<file path="config.mk">
export PLATFORM = sky130hd
export DESIGN_NAME = comb_default_regbank
export DESIGN_NICKNAME = d
export VERILOG_FILES = /design/src/rtl/comb_default_regbank_pkg.sv /design/src/rtl/comb_default_regbank_chan.sv /design/src/rtl/comb_default_regbank.sv
export SDC_FILE = /design/constraint.sdc
export NUM_CORES = 1
export LEC_CHECK = 0
export CORE_ASPECT_RATIO = 0.5
export CORE_MARGIN = 4
export CORE_UTILIZATION = 52
export CTS_CLUSTER_SIZE = 14
export DETAILED_ROUTE_END_ITERATION = 10
export PLACE_DENSITY = 0.84
export SYNTH_ARGS = -nofsm -noshare
export SYNTH_HDL_FRONTEND = slang
export SYNTH_SLANG_ARGS = --single-unit
</file>
<file path="constraint.sdc">
create_clock -name clk -period 1.8 [get_ports clk]
set_input_delay 0.18 -clock clk [delete_from_list [all_inputs] [get_ports clk]]
set_output_delay 0.18 -clock clk [all_outputs]
set_load 0.02 [all_outputs]
</file>
<file path="src/rtl/comb_default_regbank_pkg.sv">
// Shared types for the multi-channel register bank: command opcodes, FSM states and
// the channel-index width helper.
package comb_default_regbank_pkg;

    typedef enum logic [1:0] {
        OpClear = 2'd0,
        OpLoad  = 2'd1,
        OpFill  = 2'd2,
        OpInc   = 2'd3
    } op_e;

    typedef enum logic [1:0] {
        StIdle = 2'd0,
        StFill = 2'd1,
        StDone = 2'd2
    } state_e;

    function automatic int unsigned ch_width(input int unsigned nch);
        return (nch > 1) ? $clog2(nch) : 1;
    endfunction

endpackage

</file>
<file path="src/rtl/comb_default_regbank_chan.sv">
// One bank channel: a WIDTH-bit value plus a written-since-clear flag, updated by a
// clear/load/increment command when we_i is high.
module comb_default_regbank_chan
    import comb_default_regbank_pkg::*;
#(
    parameter int unsigned      WIDTH   = 8,
    parameter logic [WIDTH-1:0] DEFAULT = '0
) (
    input  logic             clk,
    input  logic             rst_n,
    input  logic             we_i,
    input  op_e              op_i,
    input  logic [WIDTH-1:0] data_i,
    output logic [WIDTH-1:0] q_o,
    output logic             vld_o
);

    logic [WIDTH-1:0] q_q, q_d;
    logic             vld_q, vld_d;

    always_comb begin
        q_d   = q_q;
        vld_d = vld_q;
        if (we_i) begin
            unique case (op_i)
                OpClear: begin
                    q_d   = DEFAULT;
                    vld_d = 1'b0;
                end
                OpLoad: begin
                    q_d   = data_i;
                    vld_d = 1'b1;
                end
                OpInc:   q_d = q_q + 1'b1;
                default: ;
            endcase
        end
    end

    always_ff @(posedge clk or negedge rst_n) begin
        if (!rst_n) begin
            q_q   <= DEFAULT;
            vld_q <= 1'b0;
        end else begin
            q_q   <= q_d;
            vld_q <= vld_d;
        end
    end

    assign q_o   = q_q;
    assign vld_o = vld_q;

endmodule

</file>
<file path="src/rtl/comb_default_regbank.sv">
// Bank of NCH registers behind a valid/ready command port; FILL walks every channel
// with one write per cycle and pulses done at the end.
module comb_default_regbank
    import comb_default_regbank_pkg::*;
#(
    parameter int unsigned      NCH     = 4,
    parameter int unsigned      WIDTH   = 8,
    parameter logic [WIDTH-1:0] DEFAULT = '0,
    localparam int unsigned     CW      = ch_width(NCH)
) (
    input  logic                 clk,
    input  logic                 rst_n,
    input  logic                 cmd_valid_i,
    output logic                 cmd_ready_o,
    input  logic [1:0]           cmd_op_i,
    input  logic [CW-1:0]        cmd_ch_i,
    input  logic [WIDTH-1:0]     cmd_data_i,
    output logic [NCH*WIDTH-1:0] q_o,
    output logic [NCH-1:0]       q_vld_o,
    output logic                 done_o,
    output logic                 err_o
);

    state_e           state_q, state_d;
    logic [CW-1:0]    idx_q, idx_d;
    logic [WIDTH-1:0] fill_q, fill_d;
    logic             err_q, err_d;
    logic             done_q, done_d;

    op_e              op;
    logic             accept;
    logic             ch_ok;
    logic [NCH-1:0]   we;
    op_e              wr_op;
    logic [WIDTH-1:0] wr_data;

    assign op          = op_e'(cmd_op_i);
    assign cmd_ready_o = (state_q == StIdle);
    assign accept      = cmd_valid_i && cmd_ready_o;
    // Out-of-range indices exist only when NCH is not a power of two.
    assign ch_ok       = 32'(cmd_ch_i) < NCH;

    always_comb begin
        we      = '0;
        wr_op   = OpLoad;
        wr_data = fill_q;
        if (state_q == StFill) begin
            for (int unsigned i = 0; i < NCH; i++) begin
                if (idx_q == CW'(i)) we[i] = 1'b1;
            end
        end else if (accept && (op != OpFill) && ch_ok) begin
            for (int unsigned i = 0; i < NCH; i++) begin
                if (cmd_ch_i == CW'(i)) we[i] = 1'b1;
            end
            wr_op   = op;
            wr_data = cmd_data_i;
        end
    end

    always_comb begin
        state_d = state_q;
        idx_d   = idx_q;
        fill_d  = fill_q;
        err_d   = 1'b0;
        done_d  = 1'b0;
        unique case (state_q)
            StIdle: begin
                if (accept) begin
                    if (op == OpFill) begin
                        state_d = StFill;
                        idx_d   = '0;
                        fill_d  = cmd_data_i;
                    end else if (!ch_ok) begin
                        err_d = 1'b1;
                    end
                end
            end
            StFill: begin
                idx_d = idx_q + CW'(1);
                if (idx_q == CW'(NCH - 1)) begin
                    state_d = StDone;
                    idx_d   = '0;
                    done_d  = 1'b1;
                end
            end
            StDone:  state_d = StIdle;
            default: state_d = StIdle;
        endcase
    end

    always_ff @(posedge clk or negedge rst_n) begin
        if (!rst_n) begin
            state_q <= StIdle;
            idx_q   <= '0;
            fill_q  <= '0;
            err_q   <= 1'b0;
            done_q  <= 1'b0;
        end else begin
            state_q <= state_d;
            idx_q   <= idx_d;
            fill_q  <= fill_d;
            err_q   <= err_d;
            done_q  <= done_d;
        end
    end

    assign err_o  = err_q;
    assign done_o = done_q;

    for (genvar g = 0; g < NCH; g++) begin : g_chan
        comb_default_regbank_chan #(
            .WIDTH   (WIDTH),
            .DEFAULT (DEFAULT)
        ) u_chan (
            .clk    (clk),
            .rst_n  (rst_n),
            .we_i   (we[g]),
            .op_i   (wr_op),
            .data_i (wr_data),
            .q_o    (q_o[g*WIDTH +: WIDTH]),
            .vld_o  (q_vld_o[g])
        );
    end

endmodule

</file>
### Word-level counts from Yosys, hierarchy flattened

Cells that the tools add are included.

* add/subtract/negate cells: 5
* reduce and logical (&&, ||, !) cells: 20
* muxes and demuxes: 28
* equality and inequality tests: 14

Operators by type and width (count)
* $pmux W8 S3: 4
* $add A8 B1 Y8 const B: 4
* $mux W2: 8
* $mux W8: 2
* $reduce_and A2 Y1: 8
* $eq A2 B2 Y1 const B: 6
* $mux W1: 9
* $reduce_and A3 Y1: 3
* $eq A2 B1 Y1 const B: 4
* $logic_not A2 Y1: 4
* $mux W4: 2
* $pmux W2 S2: 2
* $ne A2 B1 Y1 const B: 3
* $reduce_bool A2 Y1: 2
* $reduce_bool A3 Y1: 1
* $add A2 B1 Y2 const B: 1
* $logic_and A1 B1 Y1: 2
* $ne A2 B2 Y1 const B: 1
* $pmux W1 S2: 1

* bits of input ports: 15
* bits in registers: 49
* output and inout port bits: 39
* logic and storage cells: 79

### Logic depth before layout (Yosys ltp)

Gate-level depths: netlist of the first run.

* depth in word-level cells: 8
* depth in mapped cells: 7
* depth with buffers taken out: 6

### By module

A second synthesis of the first run with hierarchy kept.

* cells, all modules: 328
* area total of the unflattened synthesis: 3046.7 um2

By module, submodules not included
* comb_default_regbank_chan: instances 4, seq. area each 225.2 um2, cells each 66, area each 568.0 um2
* comb_default_regbank: instances 1, seq. area each 325.3 um2, cells each 64, area each 774.5 um2

### Worst setup path after synthesis of the first run

No wires, ideal clock.

* path type: reg2reg
* start point: reg state_q[1]
* end point: reg g_chan[2].u_chan.q_q[5]
* buffers on the path: 1
* path slack: 0.099 ns
* cell stages (with the launch flop): 7
* data arrival time: 1.580 ns
* required time: 1.679 ns
* period minus slack after synthesis: 1.701 ns
* library setup time: 0.121 ns
* cell sequence: dfrtp_1 or3b_1 nor3_1 a22o_2 buf_4 nand2_1 a22o_1

* word-level cells in the longest chain between the ends: 8
* elaborated cells on any way between the ends: 16
* those cells by class: 3 x eq/ne; 7 x mux; 6 x reduce/logical

Ends and longest elaborated chain
* from (decl): RTL line comb_default_regbank.sv:24 `state_e state_q, state_d;`
* from (signal assigned): RTL line comb_default_regbank.sv:93 `state_q <= StIdle;`
* from (signal assigned): RTL line comb_default_regbank.sv:99 `state_q <= state_d;`
* $logic_not A2 Y1: RTL line comb_default_regbank.sv:38 `assign cmd_ready_o = (state_q == StIdle);`
* $logic_and A1 B1 Y1: RTL line comb_default_regbank.sv:39 `assign accept = cmd_valid_i && cmd_ready_o;`
* $logic_and A1 B1 Y1: RTL line comb_default_regbank.sv:51 `end else if (accept && (op != OpFill) && ch_ok) begin`
* $mux W2: RTL line comb_default_regbank.sv:51
* $mux W2: RTL line comb_default_regbank.sv:47 `if (state_q == StFill) begin`
* $eq A2 B2 Y1 (tied with other cells): RTL line comb_default_regbank_chan.sv:25 `unique case (op_i)`
* $reduce_bool A3 Y1 (no source line)
* $reduce_and A2 Y1 (no source line)
* to (signal assigned): RTL line comb_default_regbank_chan.sv:45 `q_q <= q_d;`
* to (decl): RTL line comb_default_regbank_chan.sv:18 `logic [WIDTH-1:0] q_q, q_d;`

Parallel ways exist; a longest one is shown, timed or not.
A chain may end at the register's enable or synchronous reset.

### Final worst setup path of the first run

* start point: reg state_q[0]
* end point: reg g_chan[3].u_chan.q_q[5]

* word-level cells in the longest chain between the ends: 8
* elaborated cells on any way between the ends: 16
* those cells by class: 3 x eq/ne; 7 x mux; 6 x reduce/logical

Ends and longest elaborated chain (RTL line)
* $logic_not A2 Y1: comb_default_regbank.sv:38
* $logic_and A1 B1 Y1: comb_default_regbank.sv:39
* $logic_and A1 B1 Y1: comb_default_regbank.sv:51
* $mux W2: comb_default_regbank.sv:51
* $mux W2: comb_default_regbank.sv:47
* $eq A2 B2 Y1 (tied with other cells): comb_default_regbank_chan.sv:25
* $reduce_bool A3 Y1 (no source line)
* $reduce_and A2 Y1 (no source line)
* to (signal assigned): comb_default_regbank_chan.sv:45
* to (decl): comb_default_regbank_chan.sv:18

Parallel ways exist; a longest one is shown, timed or not.

==> results of run 1 <==
[final timing paths]
path | start | to | depth (start not counted)
setup / recovery | state_q[0]$_DFFE_PN0P_ | g_chan[3].u_chan.q_o[5]$_DFFE_PN0P_ | 8
hold / removal | rst_n | g_chan[1].u_chan.q_o[6]$_DFFE_PN0P_ | 2
setup reg to reg | state_q[0]$_DFFE_PN0P_ | g_chan[3].u_chan.q_o[5]$_DFFE_PN0P_ | 8
hold reg to reg | fill_q[5]$_DFFE_PN0P_ | fill_q[5]$_DFFE_PN0P_ | 1
max in group asynchronous | rst_n | g_chan[3].u_chan.q_o[6]$_DFFE_PN0P_ | 3
min in group clk | fill_q[5]$_DFFE_PN0P_ | fill_q[5]$_DFFE_PN0P_ | 1
[worst max-delay path: cells and delay by family (launching register included)]
family                 cells  cell delay (ns)
and+or+nand+nor            2             0.48
buffers and inverters      3             0.45
DFF                        1             0.43
AOI/OAI and AO/OA          3             0.43
[metal layers]
layer / track usage (%) / share of wire, %
met3: 4.99 / 9.6
met5: 0 / 0
met2: 39.2 / 46
met4: 9.82 / 3.0
met1: 33.7 / 41
[sequential cells by signal, summed over array words and instances, names as in the netlist]
| name | cells |
|---|---|
| g_chan.u_chan.q_o | 32 |
| fill_q | 8 |
| g_chan.u_chan.vld_o | 4 |
| idx_q | 2 |
| state_q | 2 |
| done_o | 1 |
[per-stage QoR]
step / setup WS, ns / power [mW] / hold slack (ns)
floorplan: 0.0990 / 3.97 / -0.116
global route: -0.104 / 7.09 / 0.365
detailed placement: -0.331 / 5.62 / 0.167
CTS: 0.00461 / 6.37 / 0.356
global placement: -0.284 / 5.47 / 0.160
finish: -0.0530 / 6.70 / 0.338
[cell type report]
cell class	count	area (sq um)
multi-input cells	208	1500
flip-flops and latches	49	1230
fillers	319	1110
repair buffers	102	967
well taps	70	87.6
clock buffers	5	68.8
clock inverters	3	25.0
inverters	4	15.0
[cells in the final DEF (no fill, tap or decap), drive strengths merged, types with 5 or more instances in the layout]
cell            n
clkdlybuf4s50  50
buf            50
dfrtp          49
nand2          40
a22o           23
o21ai          20
nand3          15
o31ai          12
mux2           10
and3           10
a21oi           9
ha              8
a22oi           7
nand2b          6
nor2            6
o211ai          5
clkbuf          5
inv             5
[power groups by stage]
stage               registers, mW  clock network (mW)  logic [mW]
floorplan                    2.41                   0        1.56
global placement             2.09                   0        3.38
detailed placement           2.11                   0        3.51
CTS                          2.10               0.711        3.56
global route                 2.20               0.771        4.12
finish                       2.14               0.709        3.85
[cell families (layout without fill, tap and decap cells)]
| logic type | after synthesis | after routing |
|---|---|---|
| compound gates | 95 | 95 |
| xor+xnor | 2 | 2 |
| fa+ha+maj | 8 | 8 |
| buf+inv | 21 | 114 |
| flops | 49 | 49 |
| mux | 10 | 10 |
| other cells | 1 | 1 |
| simple gates | 91 | 92 |
[synth_stat cells, drive strengths merged (2+ instances only)]
cell type / instances / share of area (%)
and3: 10 / 2.3
nand3b: 4 / 1.1
mux2: 10 / 4.1
nand2b: 6 / 1.4
o21a: 4 / 1.1
nor2b: 3 / 0.69
dfrtp: 49 / 45
nand3: 15 / 2.7
buf: 14 / 3.2
o41ai: 4 / 1.3
o21ai: 20 / 3.7
a31oi: 4 / 0.92
ha: 8 / 3.7
inv: 4 / 0.55
a21oi: 9 / 1.6
o31ai: 12 / 3.8
a22oi: 7 / 1.9
o31a: 2 / 0.64
and2: 2 / 0.46
nor2: 6 / 0.82
nand2: 39 / 5.5
o211ai: 5 / 1.4
nor3: 2 / 0.55
a22o: 23 / 7.4
clkbuf: 3 / 0.41
[repair_timing]
action | CTS | global route
hold endpoints to repair | 18 | 0
gates cloned | 0 | 1
gates resized for setup | 2 | 31
buffers inserted | 2 | 5
pin swaps | 0 | 8
hold buffers | 1 | 0
endpoints found under the setup margin | 10 | 34
==> impl_metrics.ini, run 1 <==
[worst_setup_path]
critical_path.slowest_cell = dfrtp_1
setup.worst_path.end_class = flop
crit_chain = nor3b_4 > buf_6 > buf_6 > and3_4 > a22oi_1 > buf_4 > o31ai_1 > a22o_1
cpMostUsedCell = buf_6
start_kind = flop
worstSetupPathType = reg -> reg
slowest_delay_ns = 0.43
worstPathArrival_ns = 2.10
worst-path-max-fanout = 8
required_ns = 2.04
ff2ff_setup_slack_ns = -0.05

[timing]
fmax_mhz = 540
worst_clock_skew_ns = 0.0126
hold_violations = 0
setup-tns-final_ns = -0.0530
finalSetupViolations = 1
fin_crit_ns = 1.85
relSlewSlack_pct = 62.2
rsz0062_at_grt = true
timing.final.crit_share_pct = 103
worst_pin_slew_ns = 0.565
finalWorstSetupSlack_ns = -0.0530
slew_viol_final = 0

[power_and_ir_drop]
p_leak_nw = 1.70
p_int_mw = 3.83
irDropWorstVdd_mv = 0.820
p_seq_share_pct = 31.9
sw_frac_of_total_pct = 42.9
powerDensity_mw_per_mm2 = 1720
p_sw_mw = 2.87
clock_power_share_pct = 10.6
comb_power_share_pct = 57.5

[synth]
syn_avg_cell_area_sq_um = 9.86
synth_seq_cells = 49
ys_seq_area_share_pct = 44.9
synth_nets = 300
synth_xor_xnor_area_share_pct = 0.642
synth_cell_types = 43
synth_mux_area_share_pct = 4.12
synthSimpleGateAreaFrac_pct = 17.0
synth_ff_type = dfrtp_1
yosys_warnings = 0
synth_compound_area_share_pct = 25.3
postSynth.asyncResetShare_pct = 100
postSynthCellCount = 277
synth_fa_ha_area_share_pct = 3.67
synth_edf_count = 0
synth_top_family_by_area = compound AO/OA/AOI/OAI gates
synth_area_sq_mm = 0.00273

[layout]
design_area_sq_mm = 0.00389
antenna_cells = 0
final_core_util_pct = 77.7
layout-drive-gt1-share_pct = 24.5
instances_no_fill = 441
synthToLayoutAreaGrowth_pct = 42.3
layout.nets = 393

[outcome]
violations = negative setup slack
status = finished with violations

[placement]
port_buffers = 52
dp.cells = 424
placed_area_sq_mm = 0.00357
routabilityCongestion = 0.865
detailed_place_hpwl_microns = 5840

[clock_network]
numCtsBuffers = 5
clockBufferDepth = 2
root_buffer = clkbuf_8
cts_tree = built
cts_sinks = 49
clk_latency_ns = 0.32
htree_levels = 2
clk_pin_slew_ns = 0.11

[floorplanning]
rows = 18
start_util_pct = 54.6
core-area_sq_mm = 0.00500
die_y_microns = 59.2
die_width_microns = 110
pin_count = 54
die_area_sq_mm = 0.00654

[route]
vias_per_cell = 6.15
via_count = 2712
drc = 0
final_antenna_net_count = 0
first_pass_iters = 5
drt_iter0_drc = 317
routedWlPerCell_microns = 19.1
drt_wl_total_microns = 8440

[global_routing]
grt_usage_pct = 24.6
gr-total-overflow = 0
antenna_found_initial = 0
grt_pass1_vias = 2563
grt_pass1_wl_microns = 12700
grt_max_degree = 32

[flow_run]
maxCapViolations = 0

[hold_path]
hp-class = in -> async
Note: power is estimated with default switching activity, not from simulation.
==> run 2: changes to the inputs <==
--- a/config.mk
+++ b/config.mk
@@ -10,6 +10,7 @@
 export CORE_UTILIZATION = 52
 export CTS_CLUSTER_SIZE = 14
 export DETAILED_ROUTE_END_ITERATION = 10
+export GPL_TIMING_DRIVEN = 1
 export PLACE_DENSITY = 0.84
 export SYNTH_ARGS = -nofsm -noshare
 export SYNTH_HDL_FRONTEND = slang
==> results of run 2 <==
Same layout as run 1: the final DEF is identical, and so are final timing and power.
